$ cat config.mk
export PLATFORM = sky130hd
export DESIGN_NAME = mem_pattern_tester_flat
export DESIGN_NICKNAME = d
export VERILOG_FILES = /design/src/rtl/mem_pattern_tester_if.sv /design/src/rtl/mem_pattern_tester.sv /design/src/flat_wrapper.sv
export SDC_FILE = /design/constraint.sdc
export NUM_CORES = 1
export LEC_CHECK = 0
export BUFFER_PORTS_ARGS = -buffer_cell sky130_fd_sc_hd__buf_4
export CELL_PAD_IN_SITES_DETAIL_PLACEMENT = 2
export CELL_PAD_IN_SITES_GLOBAL_PLACEMENT = 2
export CORE_MARGIN = 3
export CORE_UTILIZATION = 39
export CTS_CLUSTER_SIZE = 12
export DETAILED_ROUTE_END_ITERATION = 10
export GPL_ROUTABILITY_DRIVEN = 0
export PLACE_DENSITY = 0.94
export SYNTH_ARGS = -nofsm -noshare
export SYNTH_HDL_FRONTEND = slang
export SYNTH_SLANG_ARGS = --single-unit
$ cat constraint.sdc
create_clock -name ui_clk -period 4.4 [get_ports ui_clk]
set_clock_uncertainty 0.05 [all_clocks]
set_input_delay 0.22 -clock ui_clk [delete_from_list [all_inputs] [get_ports ui_clk]]
set_output_delay 0.22 -clock ui_clk [all_outputs]
set_load 0.05 [all_outputs]
$ cat src/rtl/mem_pattern_tester_if.sv
`default_nettype none
// ============================================================================
// Module      : mem_pattern_tester_if
// Description : Data-side memory port between the pattern tester (master)
//               and cpu_interface (slave). The master issues one registered
//               request at a time and holds it until mem_stall is low at a
//               rising edge.
// Ports       : dmem_read, dmem_write   - request strobes (master -> slave)
//               dmem_addr  [ADDR_W]     - word address
//               dmem_wdata [DATA_W]     - write data
//               dmem_byte_w_en          - byte enables, DATA_W/8 bits
//               dmem_rdata [DATA_W]     - read data (slave -> master)
//               mem_stall               - request not yet complete
// Revision    : 1.0 - initial release
// ============================================================================
interface mem_pattern_tester_if #(
    parameter int ADDR_W = 30,
    parameter int DATA_W = 32
);
    logic                  dmem_read;
    logic                  dmem_write;
    logic [ADDR_W-1:0]     dmem_addr;
    logic [DATA_W-1:0]     dmem_wdata;
    logic [DATA_W/8-1:0]   dmem_byte_w_en;
    logic [DATA_W-1:0]     dmem_rdata;
    logic                  mem_stall;

    modport master (
        output dmem_read,
        output dmem_write,
        output dmem_addr,
        output dmem_wdata,
        output dmem_byte_w_en,
        input  dmem_rdata,
        input  mem_stall
    );

    modport slave (
        input  dmem_read,
        input  dmem_write,
        input  dmem_addr,
        input  dmem_wdata,
        input  dmem_byte_w_en,
        output dmem_rdata,
        output mem_stall
    );
endinterface
`default_nettype wire

$ cat src/rtl/mem_pattern_tester.sv
`default_nettype none
// ============================================================================
// Module      : mem_pattern_tester
// Description : Memory traffic generator/checker. Each pass writes NUM_WORDS
//               pattern words, reads them back, compares and accumulates
//               error statistics. Passes run on a start pulse or repeat every
//               INTERVAL idle cycles while auto_run is high.
// Ports       : ui_clk          - memory-interface user clock
//               rst             - asynchronous reset, active low
//               start           - one-cycle pulse, starts a pass when idle
//               auto_run        - level, repeat passes every INTERVAL cycles
//               mode[1:0]       - 0 walking one, 1 address, 2 ~address,
//                                 3 LFSR (or walking one when not built)
//               dmem            - memory port (master modport)
//               busy, done      - pass in progress / end-of-pass pulse
//               pass_cnt        - completed passes (wraps)
//               err_cnt         - mismatching words (saturates)
//               first_err_addr  - address of first mismatch since reset
//               err_flag        - sticky mismatch flag
//               led[7:0]        - low byte of last word read
// Options     : define MEM_TEST_LFSR_EN to build the mode-3 pseudo-random
//               pattern generator.
// Revision    : 1.0 - initial release
// ============================================================================
module mem_pattern_tester #(
    parameter int                ADDR_W      = 30,
    parameter int                DATA_W      = 32,
    parameter int                NUM_WORDS   = 8,
    parameter logic [ADDR_W-1:0] ADDR_BASE   = 'h1000,
    parameter int                ADDR_STRIDE = 1,
    parameter int                PASS_STRIDE = 32,
    parameter int                INTERVAL    = 50000000
) (
    input  wire logic              ui_clk,
    input  wire logic              rst,
    input  wire logic              start,
    input  wire logic              auto_run,
    input  wire logic [1:0]        mode,
    mem_pattern_tester_if.master   dmem,
    output logic                   busy,
    output logic                   done,
    output logic [15:0]            pass_cnt,
    output logic [15:0]            err_cnt,
    output logic [ADDR_W-1:0]      first_err_addr,
    output logic                   err_flag,
    output logic [7:0]             led
);

    localparam int c_IW   = (NUM_WORDS > 1) ? $clog2(NUM_WORDS) : 1;
    localparam int c_CW   = (INTERVAL > 1) ? $clog2(INTERVAL) : 1;
    localparam int c_SH   = $clog2(DATA_W);
    localparam int c_WIDE = (ADDR_W > DATA_W) ? ADDR_W : DATA_W;
    localparam int c_BE   = DATA_W / 8;

    typedef enum logic [2:0] {
        S_IDLE  = 3'd0,
        S_WAIT  = 3'd1,
        S_WRITE = 3'd2,
        S_READ  = 3'd3,
        S_DONE  = 3'd4
    } state_t;

    state_t              r_state;
    state_t              w_state_nx;

    logic [c_IW-1:0]     r_idx;
    logic [c_CW-1:0]     r_interval;
    logic [ADDR_W-1:0]   r_base;
    logic [ADDR_W-1:0]   r_addr;
    logic [1:0]          r_mode;
    logic [DATA_W-1:0]   r_walk;
    logic [DATA_W-1:0]   r_expect;
    logic [DATA_W-1:0]   r_wdata;
    logic [c_BE-1:0]     r_ben;
    logic                r_read;
    logic                r_write;
    logic [15:0]         r_pass_cnt;
    logic [15:0]         r_err_cnt;
    logic [ADDR_W-1:0]   r_first_err_addr;
    logic                r_err_flag;
    logic [7:0]          r_led;

    logic                w_xfer;
    logic                w_last;
    logic [ADDR_W-1:0]   w_nx_addr;
    logic [DATA_W-1:0]   w_nx_walk;
    logic [DATA_W-1:0]   w_seed_walk;
    logic [DATA_W-1:0]   w_nx_rnd;
    logic [DATA_W-1:0]   w_seed_rnd;
    logic [DATA_W-1:0]   w_nx_pat;
    logic [DATA_W-1:0]   w_start_pat;
    logic [DATA_W-1:0]   w_reload_pat;

    // Pattern for one word. rnd is the LFSR word when that option is built,
    // otherwise the walking-one word, which makes mode 3 alias mode 0.
    function automatic logic [DATA_W-1:0] f_pattern(
        input logic [1:0]        m,
        input logic [ADDR_W-1:0] a,
        input logic [DATA_W-1:0] walk,
        input logic [DATA_W-1:0] rnd
    );
        logic [c_WIDE-1:0] wide;
        wide = c_WIDE'(a);
        case (m)
            2'd0:    return walk;
            2'd1:    return wide[DATA_W-1:0];
            2'd2:    return ~wide[DATA_W-1:0];
            default: return rnd;
        endcase
    endfunction

    assign w_xfer    = (r_read | r_write) & ~dmem.mem_stall;
    assign w_last    = (r_idx == c_IW'(NUM_WORDS - 1));
    assign w_nx_addr = r_addr + ADDR_W'(ADDR_STRIDE);
    assign w_nx_walk = {r_walk[DATA_W-2:0], r_walk[DATA_W-1]};

    // Walking one starts at bit (pass_cnt mod DATA_W); rotating by one per
    // word then yields bit (i + pass_cnt) mod DATA_W without an adder.
    assign w_seed_walk = {{(DATA_W-1){1'b0}}, 1'b1} << r_pass_cnt[c_SH-1:0];

`ifdef MEM_TEST_LFSR_EN
    localparam logic [31:0] c_LFSR_SEED = 32'hACE1_0000;
    // Galois form of x^32 + x^22 + x^2 + x + 1, shifting right.
    localparam logic [31:0] c_LFSR_TAPS = 32'h8020_0003;

    logic [31:0] r_lfsr;
    logic [31:0] w_seed_lfsr;

    function automatic logic [31:0] f_lfsr_step(input logic [31:0] s);
        return s[0] ? ((s >> 1) ^ c_LFSR_TAPS) : (s >> 1);
    endfunction

    // Narrow buses take the low bits; wide buses repeat the 32-bit word.
    function automatic logic [DATA_W-1:0] f_widen(input logic [31:0] v);
        logic [DATA_W-1:0] d;
        for (int k = 0; k < DATA_W; k++) begin
            d[k] = v[k % 32];
        end
        return d;
    endfunction

    assign w_seed_lfsr = c_LFSR_SEED ^ {16'h0000, r_pass_cnt};
    assign w_nx_rnd    = f_widen(f_lfsr_step(r_lfsr));
    assign w_seed_rnd  = f_widen(w_seed_lfsr);

    // Seeded identically at the start of the write and read phases so the
    // read-back expectation replays the written sequence.
    always_ff @(posedge ui_clk or negedge rst) begin
        if (!rst) begin
            r_lfsr <= '0;
        end else begin
            if ((r_state == S_IDLE || r_state == S_WAIT) && w_state_nx == S_WRITE) begin
                r_lfsr <= w_seed_lfsr;
            end else if (r_state == S_WRITE && w_xfer && w_last) begin
                r_lfsr <= w_seed_lfsr;
            end else if ((r_state == S_WRITE || r_state == S_READ) && w_xfer) begin
                r_lfsr <= f_lfsr_step(r_lfsr);
            end
        end
    end
`else
    assign w_nx_rnd   = w_nx_walk;
    assign w_seed_rnd = w_seed_walk;
`endif

    // The first word of a pass uses the live mode input (it is captured on
    // that same edge); every later word uses the captured copy.
    assign w_nx_pat     = f_pattern(r_mode, w_nx_addr, w_nx_walk, w_nx_rnd);
    assign w_start_pat  = f_pattern(mode,   r_base,    w_seed_walk, w_seed_rnd);
    assign w_reload_pat = f_pattern(r_mode, r_base,    w_seed_walk, w_seed_rnd);

    // ---------------------------------------------------------------- FSM
    always_ff @(posedge ui_clk or negedge rst) begin
        if (!rst) begin
            r_state <= S_IDLE;
        end else begin
            r_state <= w_state_nx;
        end
    end

    always_comb begin
        w_state_nx = r_state;
        case (r_state)
            S_IDLE: begin
                if (start) begin
                    w_state_nx = S_WRITE;
                end else if (auto_run) begin
                    w_state_nx = S_WAIT;
                end
            end
            S_WAIT: begin
                if (!auto_run) begin
                    w_state_nx = S_IDLE;
                end else if (r_interval == c_CW'(INTERVAL - 1)) begin
                    w_state_nx = S_WRITE;
                end
            end
            S_WRITE: begin
                if (w_xfer && w_last) begin
                    w_state_nx = S_READ;
                end
            end
            S_READ: begin
                if (w_xfer && w_last) begin
                    w_state_nx = S_DONE;
                end
            end
            S_DONE: begin
                w_state_nx = auto_run ? S_WAIT : S_IDLE;
            end
            default: w_state_nx = S_IDLE;
        endcase
    end

    // ----------------------------------------------------------- datapath
    always_ff @(posedge ui_clk or negedge rst) begin
        if (!rst) begin
            r_idx            <= '0;
            r_interval       <= '0;
            r_base           <= ADDR_BASE;
            r_addr           <= '0;
            r_mode           <= '0;
            r_walk           <= '0;
            r_expect         <= '0;
            r_wdata          <= '0;
            r_ben            <= '0;
            r_read           <= 1'b0;
            r_write          <= 1'b0;
            r_pass_cnt       <= '0;
            r_err_cnt        <= '0;
            r_first_err_addr <= '0;
            r_err_flag       <= 1'b0;
            r_led            <= '0;
        end else begin
            r_interval <= (r_state == S_WAIT) ? r_interval + c_CW'(1) : '0;

            case (r_state)
                S_IDLE, S_WAIT: begin
                    if (w_state_nx == S_WRITE) begin
                        r_mode   <= mode;
                        r_idx    <= '0;
                        r_addr   <= r_base;
                        r_walk   <= w_seed_walk;
                        r_expect <= w_start_pat;
                        r_wdata  <= w_start_pat;
                        r_ben    <= '1;
                        r_write  <= 1'b1;
                    end
                end
                S_WRITE: begin
                    if (w_xfer) begin
                        if (w_last) begin
                            r_idx    <= '0;
                            r_addr   <= r_base;
                            r_walk   <= w_seed_walk;
                            r_expect <= w_reload_pat;
                            r_wdata  <= '0;
                            r_ben    <= '0;
                            r_write  <= 1'b0;
                            r_read   <= 1'b1;
                        end else begin
                            r_idx    <= r_idx + c_IW'(1);
                            r_addr   <= w_nx_addr;
                            r_walk   <= w_nx_walk;
                            r_expect <= w_nx_pat;
                            r_wdata  <= w_nx_pat;
                        end
                    end
                end
                S_READ: begin
                    if (w_xfer) begin
                        r_led <= dmem.dmem_rdata[7:0];
                        if (dmem.dmem_rdata != r_expect) begin
                            if (r_err_cnt != 16'hFFFF) begin
                                r_err_cnt <= r_err_cnt + 16'd1;
                            end
                            r_err_flag <= 1'b1;
                            if (!r_err_flag) begin
                                r_first_err_addr <= r_addr;
                            end
                        end
                        if (w_last) begin
                            r_idx  <= '0;
                            r_read <= 1'b0;
                        end else begin
                            r_idx    <= r_idx + c_IW'(1);
                            r_addr   <= w_nx_addr;
                            r_walk   <= w_nx_walk;
                            r_expect <= w_nx_pat;
                        end
                    end
                end
                S_DONE: begin
                    r_pass_cnt <= r_pass_cnt + 16'd1;
                    r_base     <= r_base + ADDR_W'(PASS_STRIDE);
                end
                default: ;
            endcase
        end
    end

    // ------------------------------------------------------------ outputs
    assign dmem.dmem_read      = r_read;
    assign dmem.dmem_write     = r_write;
    assign dmem.dmem_addr      = r_addr;
    assign dmem.dmem_wdata     = r_wdata;
    assign dmem.dmem_byte_w_en = r_ben;

    assign busy           = (r_state == S_WRITE) || (r_state == S_READ) || (r_state == S_DONE);
    assign done           = (r_state == S_DONE);
    assign pass_cnt       = r_pass_cnt;
    assign err_cnt        = r_err_cnt;
    assign first_err_addr = r_first_err_addr;
    assign err_flag       = r_err_flag;
    assign led            = r_led;

endmodule
`default_nettype wire

$ cat src/flat_wrapper.sv
// flat-port wrapper written by rule: the top's interface ports become plain ports
module mem_pattern_tester_flat 
#(
    parameter int                ADDR_W      = 30,
    parameter int                DATA_W      = 32,
    parameter int                NUM_WORDS   = 8,
    parameter logic [ADDR_W-1:0] ADDR_BASE   = 'h1000,
    parameter int                ADDR_STRIDE = 1,
    parameter int                PASS_STRIDE = 32,
    parameter int                INTERVAL    = 50000000
)
  (ui_clk, rst, start, auto_run, mode, busy, done, pass_cnt, err_cnt, first_err_addr, err_flag, led, dmem_dmem_read, dmem_dmem_write, dmem_dmem_addr, dmem_dmem_wdata, dmem_dmem_byte_w_en, dmem_dmem_rdata, dmem_mem_stall);
  mem_pattern_tester_if #(.ADDR_W(ADDR_W), .DATA_W(DATA_W)) dmem_i ();
  input  wire logic ui_clk;
  input  wire logic rst;
  input  wire logic start;
  input  wire logic auto_run;
  input  wire logic [1:0] mode;
  output logic busy;
  output logic done;
  output logic [15:0] pass_cnt;
  output logic [15:0] err_cnt;
  output logic [ADDR_W-1:0] first_err_addr;
  output logic err_flag;
  output logic [7:0] led;
  output wire logic [$bits(dmem_i.dmem_read)-1:0] dmem_dmem_read;
  output wire logic [$bits(dmem_i.dmem_write)-1:0] dmem_dmem_write;
  output wire logic [$bits(dmem_i.dmem_addr)-1:0] dmem_dmem_addr;
  output wire logic [$bits(dmem_i.dmem_wdata)-1:0] dmem_dmem_wdata;
  output wire logic [$bits(dmem_i.dmem_byte_w_en)-1:0] dmem_dmem_byte_w_en;
  input wire logic [$bits(dmem_i.dmem_rdata)-1:0] dmem_dmem_rdata;
  input wire logic [$bits(dmem_i.mem_stall)-1:0] dmem_mem_stall;
  assign dmem_dmem_read = dmem_i.dmem_read;
  assign dmem_dmem_write = dmem_i.dmem_write;
  assign dmem_dmem_addr = dmem_i.dmem_addr;
  assign dmem_dmem_wdata = dmem_i.dmem_wdata;
  assign dmem_dmem_byte_w_en = dmem_i.dmem_byte_w_en;
  assign dmem_i.dmem_rdata = dmem_dmem_rdata;
  assign dmem_i.mem_stall = dmem_mem_stall;
  mem_pattern_tester #(.ADDR_W(ADDR_W), .DATA_W(DATA_W), .NUM_WORDS(NUM_WORDS), .ADDR_BASE(ADDR_BASE), .ADDR_STRIDE(ADDR_STRIDE), .PASS_STRIDE(PASS_STRIDE), .INTERVAL(INTERVAL)) u_core (.ui_clk(ui_clk), .rst(rst), .start(start), .auto_run(auto_run), .mode(mode), .dmem(dmem_i), .busy(busy), .done(done), .pass_cnt(pass_cnt), .err_cnt(err_cnt), .first_err_addr(first_err_addr), .err_flag(err_flag), .led(led));
endmodule
==> out/qor.txt <==
PostCTS Resize Cnt - 0
Final hold vios - 0
Yosys warnings - 0
Reg power frac - 27.8%
Layout area overhead - 18.46%
Psw - 8.810 mW
Synthesized cell area - 15,600 sq um
Final setup violation count - 1
Post-route ant nets - 0
Largest net degree at the start of global routing - 116
F_max - 222.2 MHz
Post-synth EDFFs - 0
Die area - 42,430 sq um
Max Cap Viol - 0
Worst Hold Class - input pin to flop
# fillers - 4,151
RR Endpoint - u_core.r_expect[18]
Worst VDD drop - 0.0003356 V
Static leakage - 7.806 nW
Crit Path Class - flop to flop
Net Sw Frac - 55.49%
Comb power frac - 54.5%
Commonest cells after routing, fill and taps aside - dfrtp_1, nor2_1, buf_4
Syn_area_per_cell - 8.675 sq um
Post-synthesis instance total - 1,798
WP data required - 4770 ps
Row count - 72
Via density - 7.182
DP Area - 17,310 sq um
Clk slew on worst S/H paths - 70 ps
Commonest non-fill, non-tap cell in the layout - dfrtp_1
Post-route DRC - 0
Clock root cell - clkbuf_16
Synth cell types - 74
Final net count - 1,953
Final Critical Period - 4500 ps
Total routed wirelength - 92.57 mm
Later-pin clock latency in the skew report - 630 ps
Slew HR - 2.009%
Die Span Y - 206.0 um
Initial antenna violation count - 8
Min-Delay Startpoint - start
Io pins - 180
Power per cell area - 859.3 nW/um^2
Fin. max-slew vios - 0
DR iter-0 viols - 2,592
CP startpoint kind - flop
First-pass GRT wire length - 135.5 mm
Layout cell share with drive strength beyond 1 - 17.53%
Vias in the first global route - 19,162
Tot GR Track Use - 43.03%
Reg2Reg Setup Slack - -100 ps
Cell Int Power - 7.067 mW
Starting density of the core - 39.89%
Pre-antenna DRT Iters - 8
Critical path capture point type - flop
Routed length per instance - 37.91 um
WP data arrival - 4870 ps
Clock Path Buffers - 3
Unrepaired setup endpoints after global routing - no
Prevailing post-synth register cell - dfrtp_1
Status - finished, violations left
Cells after DPL - 2,371
Total CTS buffers - 31
CTS Sinks - 258
Asr flop ratio synth - 100.0%
H-tree level count - 1
Total Power - 15.88 mW
Post-Syn Nets - 1,853
Pre-CTS setup slack - 966.4 ps
FF-to-FF Start - u_core.r_mode[0]
Slew @ Worst Pin - 1429 ps
Fin cells - 2,442
Crit-path max FO - 31
WHS Path Cells - 3
Failing checks - setup timing
I/O Buffers - 179
Clock network power share - 17.7%
Hold WS - 122.5 ps
GRT overflow - 0
Chip width - 206.0 um
Worst r2r path cells - 8
Finished Cell Area - 18,480 sq um
Detail Placement HPWL - 51.55 mm
Final Worst Setup Slack - -100.2 ps
Synth Register Bits - 258
Vias - 17,539
Hold EP - u_core.r_state[1]
CTS tree - built
Register area share after synthesis - 41.40%
Period utilization - 102.3%
Core Footprint - 39,100 sq um
==> routing by layer <==
layer | part of all wire, % | global-route usage, % | up-vias
met5 | 0.040 | 0 | -
li1 | - | - | 6571
met1 | 34 | 48.29 | 8738
met3 | 12 | 15.78 | 701
met2 | 44 | 66.28 | 1523
met4 | 9.9 | 33.48 | 6
==> synthesized netlist by cell type (24+ instances only) <==
cell type / instances / area (sq um)
a21oi_1: 101 / 505.5
a31oi_1: 55 / 344.1
and3_1: 37 / 231.5
clkbuf_1: 122 / 457.9
dfrtp_1: 257 / 6431
mux2_2: 46 / 518.0
mux2i_1: 74 / 740.7
nand2_1: 196 / 735.7
nand2b_1: 24 / 150.1
nand3_1: 58 / 290.3
nand4_1: 52 / 325.3
nor2_1: 218 / 818.3
nor3_1: 33 / 165.2
o21ai_0: 77 / 385.4
o22ai_1: 25 / 156.4
xnor2_1: 91 / 797.0
xor2_1: 38 / 332.8
==> cell type report <==
type / instances / area [sq um] / area share [%]
sequential: 258 / 6457 / 34.95
timing repair buffer: 230 / 1827 / 9.887
tap: 518 / 648.1 / 3.508
clock inverter: 11 / 140.1 / 0.7584
clock buffer: 46 / 892.1 / 4.828
multi-input combinational: 1358 / 8436 / 45.66
inverter: 19 / 71.32 / 0.3860
antenna: 2 / 5.005 / 0.02709
==> cells by family after synthesis <==
logic type      synth area share (%)
compound gates                 15.43
buf+inv                        4.749
fa+ha+maj                      1.283
xor+xnor                       7.244
simple gates                   21.83
mux                            8.070
flops                          41.40
==> power by group through the flow <==
stage          Clock (mW)  Sequential, mW  Combinational [mW]
4_1_cts              2.77            4.22                7.93
6_report             2.81            4.41                8.66
5_1_grt              2.90            4.37                8.82
3_5_place_dp            0            4.18                7.47
2_1_floorplan           0            5.06                3.59
3_3_place_gp            0            4.08                7.03
==> state kept, by name, summed over array words and instances, names as in the netlist <==
register,flops
u_core.dmem.dmem_addr,30
u_core.dmem.dmem_read,1
u_core.r_expect,32
u_core.r_base,25
u_core.dmem.dmem_wdata,32
u_core.dmem.dmem_byte_w_en,1
u_core.first_err_addr,30
u_core.err_flag,1
u_core.r_mode,2
u_core.pass_cnt,16
u_core.err_cnt,16
u_core.r_idx,3
u_core.r_interval,26
u_core.r_walk,32
u_core.r_state,3
u_core.led,8
==> how the worst max path moves through the flow <==
stage / from / to / slack, ps / cells after the start
after floorplan: u_core.dmem.dmem_addr[11] / u_core.dmem.dmem_wdata[22] / 1470 / 8
final: u_core.r_mode[0] / u_core.r_expect[18] / -100 / 8
after CTS: u_core.r_state[0] / u_core.r_walk[28] / 750 / 9
after global placement: u_core.r_state[0] / u_core.r_walk[23] / 1140 / 9
after global routing: u_core.r_mode[0] / u_core.r_expect[18] / 60 / 8
after detailed placement: u_core.r_state[0] / u_core.r_walk[28] / 970 / 9
==> worst max-delay path, stage by stage, from the launching register on <==
cell       delay [ps]
dfrtp_1           380
inv_1              70
ha_2              530
or2_2             650
and3_1            310
o2111ai_1         670
nand2_1           570
a221oi_1          870
a21oi_1           210
==> per-stage QoR <==
| step | TNS (ps) | utilization [%] |
|---|---|---|
| floorplan | 0 | - |
| global route | 0 | 47.24 |
| global placement | 0 | 44.27 |
| finish | -100.2 | 47.26 |
| CTS | 0 | 47.22 |
| detailed placement | 0 | 44.27 |
==> timing repair <==
action	4_1_cts	5_1_grt
hold endpoints to repair	99	0
hold buffers	12	0
setup buffers	0	0
No activity file was read; power rests on OpenSTA's default activity.
